===== config.mk =====
export PLATFORM = sky130hd
export DESIGN_NAME = sp1_s
export DESIGN_NICKNAME = d
export VERILOG_FILES = /design/src/rtl/sp1_s_pkg.sv /design/src/rtl/sp1_edge_det.sv /design/src/rtl/sp1_s.sv
export SDC_FILE = /design/constraint.sdc
export NUM_CORES = 1
export LEC_CHECK = 0
export CORE_ASPECT_RATIO = 1.4
export CORE_MARGIN = 3
export CORE_UTILIZATION = 40
export DETAILED_ROUTE_END_ITERATION = 6
export HOLD_SLACK_MARGIN = 0.03
export PLACE_DENSITY = 0.65
export SYNTH_ARGS = -nofsm -noshare
export SYNTH_HDL_FRONTEND = slang
export SYNTH_SLANG_ARGS = --single-unit
export TNS_END_PERCENT = 1

===== constraint.sdc =====
create_clock -name clk -period 1.3 [get_ports clk]
set_input_delay 0.195 -clock clk [delete_from_list [all_inputs] [get_ports clk]]
set_output_delay 0.195 -clock clk [all_outputs]
set_load 0.05 [all_outputs]

===== src/rtl/sp1_s_pkg.sv =====
// Shared constants and types for the SPI mode-0 slave.
// Latency: n/a (declarations only).
// Backpressure: n/a.
package sp1_s_pkg;

    localparam int DATA_W = 8;
    localparam int CNT_W  = 3;

    typedef enum logic [0:0] {
        IDLE = 1'b0,
        XFER = 1'b1
    } state_t;

endpackage


===== src/rtl/sp1_edge_det.sv =====
// Rise/fall pulse generator for a clk-synchronous input, one history register.
// Latency: pulses are valid in the clk cycle where the new level is first seen.
// Backpressure: none; every edge produces exactly one single-cycle pulse.
module sp1_edge_det (
    input  logic clk,
    input  logic rst_n,
    input  logic sig,
    output logic rise,
    output logic fall
);

    logic prev_q;

    always_ff @(posedge clk or negedge rst_n) begin
        if (!rst_n) begin
            prev_q <= 1'b0;
        end else begin
            prev_q <= sig;
        end
    end

    assign rise = sig & ~prev_q;
    assign fall = ~sig & prev_q;

endmodule


===== src/rtl/sp1_s.sv =====
// SPI mode-0 slave, MSB first: samples mosi on sp_clk rise, shifts miso on sp_clk fall.
// Latency: s_rece updates on the clk edge that sees the 8th sp_clk rise.
// Backpressure: none; the master owns the pace, ss high aborts any partial byte.
module sp1_s #(
    parameter int DATA_W = sp1_s_pkg::DATA_W
) (
    input  logic              clk,
    input  logic              rst_n,
    input  logic [DATA_W-1:0] data_send,
    input  logic              sp_clk,
    input  logic              mosi,
    input  logic              ss,
    output logic              miso,
    output logic              busy_s,
    output logic [DATA_W-1:0] s_rece
);

    import sp1_s_pkg::*;

    localparam logic [CNT_W-1:0] LAST = CNT_W'(DATA_W - 1);

    state_t            state_q;
    logic              ss_prev_q;
    logic [DATA_W-1:0] tx_q;
    // Only the first DATA_W-1 bits are stored; the final bit goes straight into s_rece.
    logic [DATA_W-2:0] rx_q;
    logic [CNT_W-1:0]  cnt_q;
    logic              sp_rise;
    logic              sp_fall;

    sp1_edge_det u_sck_edge (
        .clk   (clk),
        .rst_n (rst_n),
        .sig   (sp_clk),
        .rise  (sp_rise),
        .fall  (sp_fall)
    );

    // ss_prev_q resets low so a frame only starts after ss has been seen high.
    always_ff @(posedge clk or negedge rst_n) begin
        if (!rst_n) begin
            state_q   <= IDLE;
            ss_prev_q <= 1'b0;
            tx_q      <= '0;
            rx_q      <= '0;
            cnt_q     <= '0;
            s_rece    <= '0;
        end else begin
            ss_prev_q <= ss;
            case (state_q)
                IDLE: begin
                    if (!ss && ss_prev_q) begin
                        state_q <= XFER;
                        tx_q    <= data_send;
                        rx_q    <= '0;
                        cnt_q   <= '0;
                    end
                end
                XFER: begin
                    if (ss) begin
                        state_q <= IDLE;
                        tx_q    <= '0;
                        rx_q    <= '0;
                        cnt_q   <= '0;
                    end else if (sp_rise) begin
                        rx_q  <= {rx_q[DATA_W-3:0], mosi};
                        cnt_q <= cnt_q + 1'b1;
                        if (cnt_q == LAST) begin
                            s_rece <= {rx_q, mosi};
                        end
                    end else if (sp_fall) begin
                        // Counter back at zero means a byte just completed: start the next one.
                        if (cnt_q == '0) begin
                            tx_q <= data_send;
                        end else begin
                            tx_q <= {tx_q[DATA_W-2:0], 1'b0};
                        end
                    end
                end
                default: state_q <= IDLE;
            endcase
        end
    end

    assign miso   = tx_q[DATA_W-1];
    assign busy_s = (state_q == XFER);

endmodule


Word level (Yosys, flattened, before mapping)
Cells that the tools add are included.
Widths: inputs -> output; s select.
- add/sub/neg operators: 1
- eq/ne operators: 5
- mux-type cells: 17
- bitwise gates (word level): 6
- reduce and logical (&&, ||, !) cells: 6
- operator list (kind ; count):
    $mux 8 ; 5
    $mux 7 ; 3
    $pmux 8 s2 ; 1
    $pmux 7 s2 ; 1
    $mux 3 ; 3
    $ne 3x2->1 const B ; 2
    $pmux 3 s2 ; 1
    $not 1->1 ; 4
    $reduce_and 4->1 ; 1
    $add 3x1->3 const B ; 1
    $eq 3x3->1 const B ; 1
    $logic_not 3->1 ; 1
    $ne 3x3->1 const B ; 1
    $reduce_and 3->1 ; 1
    $and 1x1->1 ; 2
    $mux 1 ; 2
    $ne 2x2->1 const B ; 1
    $pmux 1 s2 ; 1
    $reduce_and 2->1 ; 1
    $logic_and 1x1->1 ; 1
    $logic_not 1->1 ; 1
- flip-flop bits (word level): 29
- input port bits: 13
- output and inout bits: 10

Longest topological paths before layout
- depth in word-level cells: 6
- depth in mapped cells: 8
- gate-level depth less buffers: 6

Modules after synthesis
Synthesis repeated with hierarchy kept, for this count alone.
- cells, all modules: 117
- area, all modules: 1357.6 sq um
- by module, submodules not included (module ; times used ; cells each ; area each (sq um) ; seq. area each (sq um)):
    sp1_s ; 1 ; 114 ; 1317.5 ; 700.7
    sp1_edge_det ; 1 ; 3 ; 40.0 ; 25.0

Worst setup path before layout
No wires, ideal clock.
- path type: flip-flop to flip-flop
- start point: register state_q, in the netlist busy_s
- end point: register s_rece[0]
- library setup time: 0.125 ns
- arrival: 1.483 ns
- slack: -0.308 ns
- stages on the path, launching flop included: 5
- path buffers: 0
- path through: dfrtp_1 nand2b_4 nor3b_2 nand2_2 mux2_2
- word-level cells in the longest chain between the ends: 1
- ends and longest elaborated chain (item ; line ; RTL):
    start: declaration ; sp1_s.sv:22 ; state_t state_q;
    start signal: assignment ; sp1_s.sv:42 ; state_q <= IDLE;
    start signal: assignment ; sp1_s.sv:53 ; state_q <= XFER;
    start signal: assignment ; sp1_s.sv:61 ; state_q <= IDLE;
    $reduce_and 4->1 (no line) ; - ;
    end signal: assignment ; sp1_s.sv:69 ; s_rece <= {rx_q, mosi};
    end: declaration ; sp1_s.sv:15 ; output logic [DATA_W-1:0] s_rece
Every way passes these cells.
A chain may end at the register's enable or synchronous reset.

Final worst setup path
- start point: register state_q, in the netlist busy_s
- end point: register s_rece[1]
Same word-level chain as after synthesis.

==> results.sh <==
export IMPL_async_flop_share_pct=100
export IMPL_path_clk_slew_ps=60
export IMPL_wirelength_um=2790
export IMPL_post_synth_top_count_cell="dfrtp_1"
export IMPL_drtIter0Drc=14
export IMPL_yosysTopAreaCellShare_pct=57.1
export IMPL_setup_slack_ps=-50.9
export IMPL_clock_sinks=29
export IMPL_fin_crit_sh_pct=104
export IMPL_max_stage_delay_ps=400
export IMPL_grt_use_total_pct=17.3
export IMPL_drc=0
export IMPL_clock_latency_ps=280
export IMPL_netlist_area_um2=1270
export IMPL_cts_root_buf="clkbuf_8"
export IMPL_syn_nets=125
export IMPL_relSlewSlack_pct=70.3
export IMPL_yosysWarnings=0
export IMPL_dieArea_um2=3900
export IMPL_synth_avg_cell_area_um2=11.7
export IMPL_syn_to_final_growth_pct=57.4
export IMPL_n_antenna_cell=0
export IMPL_synth_edf_count=0
export IMPL_drv_slew=0
export IMPL_cap_viol_max_count=0
export IMPL_hp_class="primary input to async pin"
export IMPL_dominantRegCellSynth="dfrtp_1"
export IMPL_yosys_area_top_type="dfrtp_1"
export IMPL_grt_max_degree=23
export IMPL_rsz0062_at_grt="true"
export IMPL_path_max_fanout=8
export IMPL_yosys_register_bits=29
export IMPL_port_buffers=22
export IMPL_synthCells=109
export IMPL_cts_max_path_buffers=2
export IMPL_crit_arrival_ps=1520
export IMPL_dpl_hpwl_um=1860
export IMPL_drive_gt1_share_pct=41.1
export IMPL_synth_cell_types=24
export IMPL_leakagePower_nw=0.905
export IMPL_violations="setup timing"
export IMPL_cts_buffers=5
export IMPL_ant_nets=0
export IMPL_path_cells="nand2b_4 > nor3b_4 > nand2_8 > mux2_4"
export IMPL_ios=23
export IMPL_vias=956
export IMPL_grt_overflow_total=0
export IMPL_critical_path_top_delay_family="simple AND/OR/NAND/NOR gates"
export IMPL_die_h_um=72.7
export IMPL_worst_pin_slew_ps=445
export IMPL_finalInstanceArea_um2=2000
export IMPL_die_x_um=53.6
export IMPL_ff_latch_area_um2=727
export IMPL_startpoint_type="register"
export IMPL_setup_violations=9
export IMPL_synth_seq_area_share_pct=57.1
export IMPL_finalCriticalPeriod_ps=1350
export IMPL_crit_buf_inv=0
export IMPL_fin_worst_skew_ps=3.31
export IMPL_via_per_inst=5.09
export IMPL_grt_pass1_wl_um=4700
export IMPL_powerDensity_nw_per_um2=1310
export IMPL_r2r_cells=4
export IMPL_core_area_um2=2960
export IMPL_worstSetupPathType="register to register"
export IMPL_ys_top_cells_by_count="dfrtp_1, nor2_1, a22o_1, mux2_2, a21oi_1"
export IMPL_placed_area_um2=1720
export IMPL_place_ws_ps=-314
export IMPL_crit_path_end_kind="register"
export IMPL_drt_pass1_iter_count=4
export IMPL_path_depth=4
export IMPL_hold_violations=0
export IMPL_ctsHtreeMaxLevel=2
export IMPL_peakVddDrop_v=0.00130
export IMPL_num_fill_cells=228
export IMPL_fmax_ghz=0.740
export IMPL_gp_congestion=0.716
export IMPL_initial_core_util_pct=42.8
export IMPL_nNetsFinal=166
export IMPL_cp_required_ps=1470
export IMPL_multi_input_area_um2=621
export IMPL_rows=23
export IMPL_grt_pass1_vias=1022
export IMPL_synth_area_leaders="dfrtp_1, mux2_2, a22o_1"
export IMPL_worst_path_max_delay_cell="dfrtp_2"
export IMPL_avgRoutedWirePerCell_um=14.8
export IMPL_cts_tree="built"
export IMPL_antenna_found_initial=0
export IMPL_status="finished with violations"
[timing repair]
item | 4_1_cts | 5_1_grt
endpoints found under the setup margin | 15 | 26
pin swaps | 13 | 12
buffers inserted | 4 | 1
hold buffers | 0 | 0
resized for setup | 31 | 3
[report_power, final]
part | internal [mW] | total (mW) | switching, mW | leakage, nW
Combinational | 0.342 | 0.629 | 0.286 | 0.471
Clock | 0.624 | 0.955 | 0.331 | 0.0585
Sequential | 0.980 | 1.04 | 0.0569 | 0.376
Total | 1.95 | 2.62 | 0.674 | 0.905
[flip-flops by register name, indices dropped and copies added (netlist names)]
| name | count |
|---|---|
| busy_s | 1 |
| tx_q | 8 |
| cnt_q | 3 |
| s_rece | 8 |
| rx_q | 7 |
| u_sck_edge.prev_q | 1 |
| ss_prev_q | 1 |
[through the flow]
step           hold slack [ps]  utilization (%)  std cells  TNS (ps)  power [mW]
4_1_cts                    218             66.9        187      -491        2.61
6_report                   222             67.5        188      -384        2.62
5_1_grt                    245             67.5        188     -1910        2.75
2_1_floorplan             -101                -        109     -1220        1.28
3_5_place_dp               483             58.0        176     -7160        1.52
3_3_place_gp               465             58.0        176     -6600        1.50
[worst paths after layout]
check                            endpoint  slack, ps  startpoint
worst max register to register  s_rece[1]        -50      busy_s
worst min register to register     busy_s        490   ss_prev_q
max in group asynchronous       s_rece[3]        790       rst_n
min in group clk                ss_prev_q        370          ss
worst max-delay path            s_rece[1]        -50      busy_s
worst min-delay path               busy_s        220       rst_n
[layout make-up]
class	count	area share (%)
Sequential cell	29	36.4
Clock buffer	7	4.32
Multi-Input combinational cell	71	31.0
Tap cell	37	2.32
Timing Repair Buffer	39	23.7
Inverter	4	0.751
Clock inverter	1	1.50
[cell usage in the layout, fill, tap and decap left out, types with 8 or more instances in the layout]
master	Yosys	final
a22o_1	9	9
buf_12	0	11
buf_4	0	13
clkdlybuf4s50_1	0	11
dfrtp_1	29	28
mux2_4	0	8
nor2_1	12	12
[per-layer routing]
layer / track usage [%] / share of wire (%) / wire length, µm
met5: 0 / 0 / 0
met3: 6.13 / 6.0 / 167
met4: 7.67 / 1.9 / 54
met2: 28.2 / 52 / 1460
met1: 19.8 / 40 / 1110
[cells by family after synthesis]
logic type               after synthesis  synth area share (%)
flip-flops                            29                  57.1
adder cells (fa/ha/maj)                3                  2.96
multiplexers                           8                  7.09
AO/OA/AOI/OAI                         27                  15.0
AND/OR/NAND/NOR                       33                  14.3
buffers and inverters                  9                  3.55
No activity file was read; power rests on OpenSTA's default activity.
